## src/rtl/ssd_capture_pkg.sv

```systemverilog
// Shared constants and types for the multiplexed 7-segment display reader.
package ssd_capture_pkg;

  // Active-low segment codes (bit6=g .. bit0=a), entry i shows hex digit i.
  localparam logic [15:0][6:0] SEG_CODE = {
    7'h0E, 7'h06, 7'h21, 7'h46, 7'h03, 7'h08, 7'h10, 7'h00,
    7'h78, 7'h02, 7'h12, 7'h19, 7'h30, 7'h24, 7'h79, 7'h40
  };

  // All segments dark: digit intentionally blanked by the driver.
  localparam logic [6:0] SEG_BLANK = 7'h7F;

  typedef enum logic [1:0] {
    IDLE   = 2'd0,
    SETTLE = 2'd1,
    HOLD   = 2'd2
  } state_t;

endpackage

```

## src/rtl/ssd_capture_if.sv

```systemverilog
// Display bus seen by the capture block plus the recovered digit outputs.
interface ssd_capture_if #(
  parameter int NDIG = 4
);
  logic [6:0]        seg_in;
  logic [NDIG-1:0]   an_in;
  logic [4*NDIG-1:0] digits;
  logic [NDIG-1:0]   dig_valid;
  logic              upd;
  logic [2:0]        upd_idx;
  logic              err;

  // Display driver / stimulus side.
  modport master (
    output seg_in, an_in,
    input  digits, dig_valid, upd, upd_idx, err
  );

  // Capture block side.
  modport slave (
    input  seg_in, an_in,
    output digits, dig_valid, upd, upd_idx, err
  );
endinterface

```

## src/rtl/ssd_capture_seg2hex.sv

```systemverilog
// Combinational decoder from an active-low segment pattern to a hex nibble.
module ssd_seg2hex
  import ssd_capture_pkg::*;
(
  input  logic [6:0] seg,
  output logic       legal,
  output logic       blank,
  output logic [3:0] hex
);

  // Table search; codes are unique so at most one entry matches.
  always_comb begin
    legal = 1'b0;
    hex   = 4'd0;
    for (int i = 0; i < 16; i++) begin
      legal = legal | (seg == SEG_CODE[i]);
      hex   = (seg == SEG_CODE[i]) ? i[3:0] : hex;
    end
    blank = (seg == SEG_BLANK);
  end

endmodule

```

## src/rtl/ssd_capture.sv

```systemverilog
// Reads a multiplexed active-low 7-segment bus and recovers the hex value per digit.
module ssd_capture
  import ssd_capture_pkg::*;
#(
  parameter int NDIG       = 4,
  parameter int STABLE_CYC = 4
) (
  input  logic         clk,
  input  logic         rst,
  ssd_capture_if.slave bus
);

  localparam int CNT_W = $clog2(STABLE_CYC + 1);
  localparam logic [CNT_W-1:0] CNT_LAST = CNT_W'(STABLE_CYC - 1);

  logic [6:0]        s_seg_r;
  logic [NDIG-1:0]   s_an_r;
  logic [6:0]        ref_seg_r;
  logic [NDIG-1:0]   ref_an_r;
  state_t            state_r;
  logic [CNT_W-1:0]  cnt_r;
  logic [4*NDIG-1:0] digits_r;
  logic [NDIG-1:0]   valid_r;
  logic              upd_r;
  logic              err_r;
  logic [2:0]        idx_r;

  logic [NDIG-1:0]   low_s;
  logic              cand_s;
  logic              same_s;
  logic [NDIG-1:0]   sel_s;
  logic [2:0]        ref_idx_s;
  logic              legal_s;
  logic              blank_s;
  logic [3:0]        hex_s;

  ssd_seg2hex u_dec (
    .seg   (ref_seg_r),
    .legal (legal_s),
    .blank (blank_s),
    .hex   (hex_s)
  );

  // Candidate detection on the sampled bus and index of the reference digit.
  always_comb begin
    low_s     = ~s_an_r;
    cand_s    = (low_s != {NDIG{1'b0}}) && ((low_s & (low_s - NDIG'(1))) == {NDIG{1'b0}});
    same_s    = (s_seg_r == ref_seg_r) && (s_an_r == ref_an_r);
    sel_s     = ~ref_an_r;
    ref_idx_s = 3'd0;
    for (int i = 0; i < NDIG; i++) begin
      ref_idx_s = ref_an_r[i] ? ref_idx_s : 3'(i);
    end
  end

  // Input sampling, stability FSM and per-digit commit registers.
  always_ff @(posedge clk or posedge rst) begin
    if (rst) begin
      s_seg_r   <= 7'h7F;
      s_an_r    <= {NDIG{1'b1}};
      ref_seg_r <= 7'h7F;
      ref_an_r  <= {NDIG{1'b1}};
      state_r   <= IDLE;
      cnt_r     <= {CNT_W{1'b0}};
      digits_r  <= {(4*NDIG){1'b0}};
      valid_r   <= {NDIG{1'b0}};
      upd_r     <= 1'b0;
      err_r     <= 1'b0;
      idx_r     <= 3'd0;
    end else begin
      s_seg_r <= bus.seg_in;
      s_an_r  <= bus.an_in;
      upd_r   <= 1'b0;
      err_r   <= 1'b0;
      if (state_r == SETTLE && same_s) begin
        cnt_r <= cnt_r + CNT_W'(1);
        if (cnt_r == CNT_LAST) begin
          state_r <= HOLD;
          if (legal_s) begin
            valid_r <= valid_r | sel_s;
            upd_r   <= 1'b1;
            idx_r   <= ref_idx_s;
            for (int i = 0; i < NDIG; i++) begin
              if (sel_s[i]) begin
                digits_r[4*i +: 4] <= hex_s;
              end else begin
                digits_r[4*i +: 4] <= digits_r[4*i +: 4];
              end
            end
          end else if (blank_s) begin
            valid_r <= valid_r & ~sel_s;
          end else begin
            valid_r <= valid_r & ~sel_s;
            err_r   <= 1'b1;
            idx_r   <= ref_idx_s;
          end
        end else begin
          state_r <= SETTLE;
        end
      end else if (state_r == HOLD && same_s) begin
        state_r <= HOLD;
      end else if (cand_s) begin
        // Fresh window on any new single-digit pattern (IDLE, change in SETTLE/HOLD).
        state_r   <= SETTLE;
        ref_seg_r <= s_seg_r;
        ref_an_r  <= s_an_r;
        cnt_r     <= CNT_W'(1);
      end else begin
        state_r <= IDLE;
        cnt_r   <= {CNT_W{1'b0}};
      end
    end
  end

  assign bus.digits    = digits_r;
  assign bus.dig_valid = valid_r;
  assign bus.upd       = upd_r;
  assign bus.err       = err_r;
  assign bus.upd_idx   = idx_r;

endmodule
```

## src/flat_wrapper.sv

```systemverilog
// flat-port wrapper written by rule: the top's interface ports become plain ports
module ssd_capture_flat import ssd_capture_pkg::*;
#(
  parameter int NDIG       = 4,
  parameter int STABLE_CYC = 4
)
  (clk, rst, bus_seg_in, bus_an_in, bus_digits, bus_dig_valid, bus_upd, bus_upd_idx, bus_err);
  ssd_capture_if #(.NDIG(NDIG)) bus_i ();
  input  logic clk;
  input  logic rst;
  input wire logic [$bits(bus_i.seg_in)-1:0] bus_seg_in;
  input wire logic [$bits(bus_i.an_in)-1:0] bus_an_in;
  output wire logic [$bits(bus_i.digits)-1:0] bus_digits;
  output wire logic [$bits(bus_i.dig_valid)-1:0] bus_dig_valid;
  output wire logic [$bits(bus_i.upd)-1:0] bus_upd;
  output wire logic [$bits(bus_i.upd_idx)-1:0] bus_upd_idx;
  output wire logic [$bits(bus_i.err)-1:0] bus_err;
  assign bus_i.seg_in = bus_seg_in;
  assign bus_i.an_in = bus_an_in;
  assign bus_digits = bus_i.digits;
  assign bus_dig_valid = bus_i.dig_valid;
  assign bus_upd = bus_i.upd;
  assign bus_upd_idx = bus_i.upd_idx;
  assign bus_err = bus_i.err;
  ssd_capture #(.NDIG(NDIG), .STABLE_CYC(STABLE_CYC)) u_core (.clk(clk), .rst(rst), .bus(bus_i));
endmodule
```

## config.mk

```make
export PLATFORM = sky130hd
export DESIGN_NAME = ssd_capture_flat
export DESIGN_NICKNAME = d
export VERILOG_FILES = /design/src/rtl/ssd_capture_pkg.sv /design/src/rtl/ssd_capture_if.sv /design/src/rtl/ssd_capture_seg2hex.sv /design/src/rtl/ssd_capture.sv /design/src/flat_wrapper.sv
export SDC_FILE = /design/constraint.sdc
export NUM_CORES = 1
export LEC_CHECK = 0
export ABC_AREA = 1
export CAP_MARGIN = 0
export CORE_AREA = 8 8 103 105
export DETAILED_ROUTE_END_ITERATION = 7
export DIE_AREA = 0 0 111 113
export GPL_ROUTABILITY_DRIVEN = 0
export GPL_TIMING_DRIVEN = 1
export PLACE_DENSITY = 0.57
export SLEW_MARGIN = 10
export SYNTH_ARGS = -nofsm -noshare
export SYNTH_HDL_FRONTEND = slang
export SYNTH_SLANG_ARGS = --single-unit
```

## constraint.sdc

```tcl
create_clock -name clk -period 2.6 [get_ports clk]
set_clock_uncertainty 0.15 [all_clocks]
set_input_delay 0.52 -clock clk [delete_from_list [all_inputs] [get_ports clk]]
set_output_delay 0.52 -clock clk [all_outputs]
set_load 0.05 [all_outputs]
```

==> run_results.csv <==
group,metric,value,unit
outcome,status,"finished, final reports clean",
cells_and_area,insertedDiodeCount,0,
floorplan,io_pins,38,
cts,cts_max_path_buffers,2,
floorplan,start_util,29.2,%
power,p_int,1260,uW
floorplan,row_count,35,
cells_and_area,n_fill_cell,920,
power,clkPwrFrac,31.5,%
timing,fin_ws,0.423,ns
power,power,1840,uW
floorplan,die_h,113,um
global_routing,grt.total_usage,10.0,%
drt,drt-initial-drc-count,160,
synthesis,synth_edf_count,0,
cts,postCtsResizedCells,0,
cts,numCtsBuffers,5,
synthesis,syn_inst,323,
power,peakVddDrop,0.308,mV
drt,route.detailed.drc,0,
timing,worst_slew_pin_slew,0.510,ns
placed_design,port_buffers,36,
synthesis,synthDistinctLibCells,32,
synthesis,syn_area,2620,sq um
placed_design,placedCellCount,464,
worst_setup_path,critPathLaunchType,"flop",
worst_setup_path,cpMaxStageDelayCell,"clkdlybuf4s50_1",
synthesis,synth_top_area_cell,"dfrtp_1",
power,comb_power_share,18.0,%
power,p_leak,0.00152,uW
synthesis,netlist.area_leader.share,27.7,%
global_routing,grt_pass1_wl,10500,um
global_routing,antenna_found_initial,0,
timing,finalSetupViolations,0,
cells_and_area,multi_input_area,1140,sq um
cts,clock_sinks,51,
cells_and_area,final_common_cell,"nand2_1",
floorplan,dieArea,12500,sq um
global_routing,grt_pass1_vias,2173,
timing,whs,0.336,ns
global_routing,grt_max_degree,32,
cells_and_area,layout_common_cells,"nand2_1 (113), nor2_1 (40), clkdlybuf4s50_1 (36)",
flow_run,maxCapViolCount,0,
timing,relSlewSlack,65.9,%
timing,finalSetupTns,0,ns
cells_and_area,register_area,1300,sq um
cts,path_clk_slew,0.10,ns
drt,wire_per_inst,12.8,um
power,p_seq_share,50.4,%
power,netSwitchingPower,575,uW
cts,cts_tree,"yes",
drt,vias_per_cell,4.53,
synthesis,synthFlopType,"dfrtp_1",
cts,htree_levels,2,
timing,hold_viol,0,
drt,totalWireLength,6050,um
floorplan,core,8980,sq um
worst_setup_path,cp_cell_sequence,"clkdlybuf4s50_1",
worst_setup_path,worst_setup_path_end_kind,"output pin",
cells_and_area,drive_gt1_share,18.3,%
worst_setup_path,crit_arrival,1.51,ns
power,power_density,575,nW/um^2
drt,drtPass1Iterations,4,
synthesis,synth_area_leaders,"dfrtp_1 (28%), dfstp_2 (22%), nand2_1 (16%)",
timing,fin_crit,2.18,ns
power,switching_share,31.3,%
placed_design,dp_hpwl,4540,um
cts,cts-root-buf,"clkbuf_8",
synthesis,yosysSeqAreaShare,49.8,%
timing,rsz0062_at_grt,"no",
timing,period_share,83.7,%
worst_setup_path,required,1.93,ns
synthesis,syn_area_per_cell,8.10,sq um
synthesis,ys_warn_count,0,
cells_and_area,syn_to_final_growth,22.0,%
global_routing,overflow,0,
cells_and_area,layoutNonFillerInstCount,472,
synthesis,synthArstFlopShare,100,%
floorplan,die_w,111,um
worst_setup_path,cpPeakStageDelay,0.82,ns
drt,ant_nets,0,
cts,postCtsHoldBufs,0,
worst_setup_path,crit_type,"reg -> out",
worst_setup_path,critPathBufInv,1,
cts,cts_setup_buffers,0,
timing,max_freq,459,MHz
worst_setup_path,critical_path.max_fanout,2,
drt,vias,2136,
synthesis,syn_nets,338,
placed_design,post-place-ws,0.427,ns
timing,slew_violations,0,
worst_setup_path,critPathTopFamily,"buffers and inverters",
cts,clk-insertion-delay-late,0.31,ns
worst_hold_path,hp-class,"reg -> reg",
synthesis,ys_ff_latch,51,
cells_and_area,final_nets,375,
[registers in the layout, indices dropped and copies added (netlist names), named ones only]
signal and flops:
u_core.ref_an_r 4, u_core.bus.err 1, u_core.state_r 2, u_core.s_an_r 4
u_core.bus.upd_idx 2, u_core.ref_seg_r 7, u_core.cnt_r 3, u_core.bus.digits 16
u_core.s_seg_r 7, u_core.bus.upd 1
[worst min-delay path, stage by stage (launching register included)]
cell and delay (ns):
dfrtp_1 0.35, nand2_1 0.05, nand2_1 0.05
[worst paths after layout]
check	from	end	slack, ns	cells after the start
min in group asynchronous	rst	u_core.s_an_r[1]$_DFF_PP1_	0.72	2
hold reg to reg	u_core.bus.digits[0]$_DFFE_PP0P_	u_core.bus.digits[0]$_DFFE_PP0P_	0.34	2
setup / recovery	flop	bus_dig_valid[2]	0.42	1
max in group asynchronous	rst	u_core.ref_an_r[1]$_DFFE_PP1P_	1.32	3
setup reg to reg	u_core.ref_seg_r[2]$_DFFE_PP1P_	u_core.bus.digits[13]$_DFFE_PP0P_	0.44	10
hold / removal	u_core.bus.digits[0]$_DFFE_PP0P_	u_core.bus.digits[0]$_DFFE_PP0P_	0.34	2
[per-stage QoR]
| step | cell area (sq um) | utilization (%) |
|---|---|---|
| 6_report | 3190 | 35.6 |
| 5_1_grt | 3190 | 35.6 |
| 4_1_cts | 3190 | 35.6 |
| 3_5_place_dp | 3080 | 34.3 |
| 3_3_place_gp | 3080 | 34.3 |
| 2_1_floorplan | 2620 | - |
[cell families (layout without fill, tap and decap cells)]
group,Yosys count,in the layout,synth area share [%]
flops,51,51,49.8
xor+xnor,7,7,2.34
compound gates,15,15,3.63
fa+ha+maj,2,2,0.956
buf+inv,36,74,6.69
other cells,1,1,0.143
simple gates,211,211,36.4
[cell type report]
class / instances / area share [%]
Timing Repair Buffer: 39 / 12.4
Clock buffer: 5 / 2.15
Tap cell: 111 / 4.35
Multi-Input combinational cell: 236 / 35.6
Clock inverter: 3 / 1.49
Inverter: 27 / 3.17
Sequential cell: 51 / 40.8
[power groups by stage]
stage	combinational [uW]	sequential (uW)	clock, uW
2_1_floorplan	284	913	0
3_3_place_gp	329	937	0
3_5_place_dp	332	940	0
4_1_cts	333	926	599
5_1_grt	375	936	633
6_report	331	926	580
[cell usage after synthesis, types with 2 or more instances]
library cell  count
nand2_1         113
nor2_1           40
dfrtp_1          29
nand3_1          26
inv_1            23
dfstp_2          22
nor2_2           10
xnor2_1           7
nand3_2           5
o21ai_0           5
buf_6             4
inv_2             4
nand4_1           4
o21ai_1           4
nand2_2           3
nor2_4            3
buf_2             2
buf_4             2
ha_1              2
o22ai_1           2
or2_2             2
[layer usage]
metal  vias up  GRT usage (%)  part of all wire [%]
met5         -              0                     0
met4         0           3.69                   1.1
li1       1077              -                     -
met2        46           16.6                    48
met3         7           2.65                   4.3
met1      1006           12.2                    47
No activity file was read; power rests on OpenSTA's default activity.
==> patch: new RTL, same settings <==
Reset style: synchronous (`rst`), changed in one clocked block.
--- a/src/rtl/ssd_capture.sv
+++ b/src/rtl/ssd_capture.sv
@@ -54,7 +54,7 @@
   end
 
   // Input sampling, stability FSM and per-digit commit registers.
-  always_ff @(posedge clk or posedge rst) begin
+  always_ff @(posedge clk) begin
     if (rst) begin
       s_seg_r   <= 7'h7F;
       s_an_r    <= {NDIG{1'b1}};
Behaviour: differs if rst is asserted again (counterexample within 10 cycles, from zero or initial values and one cycle with rst high); with rst held inactive, the same outputs for 10 cycles.
==> patch against the unedited design <==
Synthesized area decreased by 6.6%. Global-route usage decreased by 0.48 points. Wire length decreased by 4.5%. Cell area decreased by 6.3%. Critical path type unchanged. Sequential cell count unchanged. Worst setup slack got worse by 0.0043 ns. Power decreased by 16%. Non-clock buffer count unchanged. Cell count increased by 5.5%. Count of clock-buffer cells in the layout unchanged.
==> patch: results (changes against the unedited design) <==
Clock tree
The master cell of the clock root buffer is sky130_fd_sc_hd__clkbuf_8. The number of gates resized after CTS came to 0 (unchanged). The total CTS buffers came to 5 (unchanged). The post-CTS setup buffer count came to 0 (unchanged). The largest buffer count on any clock path is 2 (unchanged). The clock-pin slew of the registers on the worst-case setup and hold paths is 0.11 ns. The clock insertion delay at the later pin of the skew report was 0.31 ns (about the same). The deepest level of the CTS H-tree is 2 (unchanged).

Worst hold path
The kind of path behind the tightest hold check is reg -> reg.

Placed design
The number of instances in the placed design is 490 (+5.6%). The worst setup slack after placement is 0.5550 ns (+0.1284 ns). The cell area after placement is 0.002897 sq mm (-5.9%). The estimated wirelength of the detail-placed design was 4429 microns (-2.5%). The count of input and output buffers came to 36 (unchanged).

Global routing
The largest net degree at the start of global routing is 25 (-22%). The combined global-route utilization of all metal layers is 9.544% (-0.48 points). The initial antenna violation count is 0 (unchanged).

The first-pass GRT wire length is 10130 microns (-3.5%).

Layout
The number of flip-flops in the largest register is 16 (unchanged). The fraction of final layout cells sized beyond drive strength 1 is 10.59% (-7.7 points). The filler-free cell count of the finished design is 498 (+5.5%). The net count of the finished layout came to 401 (+6.9%). The antenna diode instance count came to 0 (unchanged).

Critical path
The maximum fanout along the worst path came to 2 (unchanged). For this design, the slowest cell found on the critical path is sky130_fd_sc_hd__clkdlybuf4s50_1. The maximum cell stage delay along the critical path came to 0.82 ns (about the same). The kind of cell adding the most delay to the critical path is buffers and inverters. The arrival time of data at the critical path endpoint is 1.51 ns (about the same).

Power
The reported leakage power came to 1.394 nW (-8.3%). The worst-case vdd ir drop is 211.5 uV (-31%).

Yosys
The post-synthesis area per instance is 6.962 sq um (-14%). Ranked by instance count, the synthesized netlist is headed by 90 x sky130_fd_sc_hd__nand2_1, 62 x sky130_fd_sc_hd__nor2_1, 51 x sky130_fd_sc_hd__dfxtp_1. Ranked by total cell area, the synthesized netlist is headed by sky130_fd_sc_hd__dfxtp_1 42%, sky130_fd_sc_hd__nand2_1 14%, sky130_fd_sc_hd__nor2_1 9.5%.

The net count after synthesis was 366 (+8.3%). The register area share after synthesis is 41.78% (-8.0 points). The unique cell type count in the Yosys netlist was 29 (-9.4%).

The count of warnings emitted by yosys is 0 (unchanged). The fraction of registers with async set or reset after synthesis is 0% (-100 points).

Route
The initial DRC count was 103 (-36%). The first-pass iteration count of the detailed router is 4 (unchanged). The final wirelength was 5776 microns (-4.5%).

The count of vias placed by the detailed router is 2240 (+4.9%).

Outcome
The flow ran to the end, and the final reports show no timing, DRC or antenna violations.

Timing
The remaining max-slew budget at the tightest pin was 61.94% (-4.0 points).
[patch: cell count changes after synthesis, moves of 5 or more]
cell	delta
sky130_fd_sc_hd__dfxtp_1	+51
sky130_fd_sc_hd__dfrtp_1	-29
sky130_fd_sc_hd__nand2_1	-23
sky130_fd_sc_hd__dfstp_2	-22
sky130_fd_sc_hd__nor2_1	+22
sky130_fd_sc_hd__inv_1	+16
sky130_fd_sc_hd__a21oi_1	+15
sky130_fd_sc_hd__or2_2	+10
sky130_fd_sc_hd__o211ai_1	+7
sky130_fd_sc_hd__nor2_2	-6
sky130_fd_sc_hd__nand3_1	-5
[patch: final timing paths]
| path | endpoint | slack (ns) | cells past startpoint | from |
|---|---|---|---|---|
| min reg2reg | u_core.bus.digits[11]$_SDFFE_PP0P_ | 0.32 | 2 | u_core.bus.digits[11]$_SDFFE_PP0P_ |
| max | bus_digits[6] | 0.42 | 1 | u_core.bus.digits[6]$_SDFFE_PP0P_ |
| max reg2reg | u_core.ref_seg_r[6]$_SDFFE_PP1P_ | 0.52 | 9 | u_core.ref_an_r[3]$_SDFFE_PP1P_ |
| min | u_core.bus.digits[11]$_SDFFE_PP0P_ | 0.32 | 2 | u_core.bus.digits[11]$_SDFFE_PP0P_ |
[patch: logic make-up (layout without fill, tap and decap cells)]
| group | count (synthesis) | in the layout | share of synthesized area, % |
|---|---|---|---|
| AO/OA/AOI/OAI | 35 | 35 | 8.449 |
| AND/OR/NAND/NOR | 207 | 207 | 38.20 |
| flip-flops | 51 | 51 | 41.78 |
| other | 1 | 1 | 0.1535 |
| adder cells (fa/ha/maj) | 2 | 2 | 1.024 |
| buffers and inverters | 51 | 87 | 8.960 |
| XOR/XNOR | 4 | 4 | 1.434 |
[patch: routing by layer]
metal | wire [microns] | vias up | share of wire (%) | GRT usage [%]
met2 | 2814 | 54 | 49 | 17.33
met1 | 2574 | 1012 | 45 | 10.62
met4 | 80 | 0 | 1.4 | 2.793
met5 | 0 | - | 0 | 0
li1 | - | 1166 | - | -
met3 | 307 | 8 | 5.3 | 2.540
[patch: layout make-up]
type / instances / area (sq um)
fill: 955 / 5986
multi-input combinational: 249 / 1204
sequential: 51 / 1021
timing repair buffer: 39 / 382.9
inverter: 40 / 150.1
tap: 111 / 138.9
clock buffer: 5 / 68.82
clock inverter: 3 / 26.28
[patch: report_power, final]
group | switching, mW | total, mW | internal, mW
combinational | 0.122 | 0.199 | 0.0766
clock | 0.293 | 0.492 | 0.199
sequential | 0.0401 | 0.852 | 0.812
total | 0.455 | 1.54 | 1.09
[patch: per-stage QoR]
| step | total power [mW] | util (%) |
|---|---|---|
| after floorplan | 1.015 | - |
| after global placement | 1.064 | 32.26 |
| after detailed placement | 1.067 | 32.26 |
| after CTS | 1.560 | 33.32 |
| after global routing | 1.632 | 33.32 |
| final | 1.543 | 33.32 |
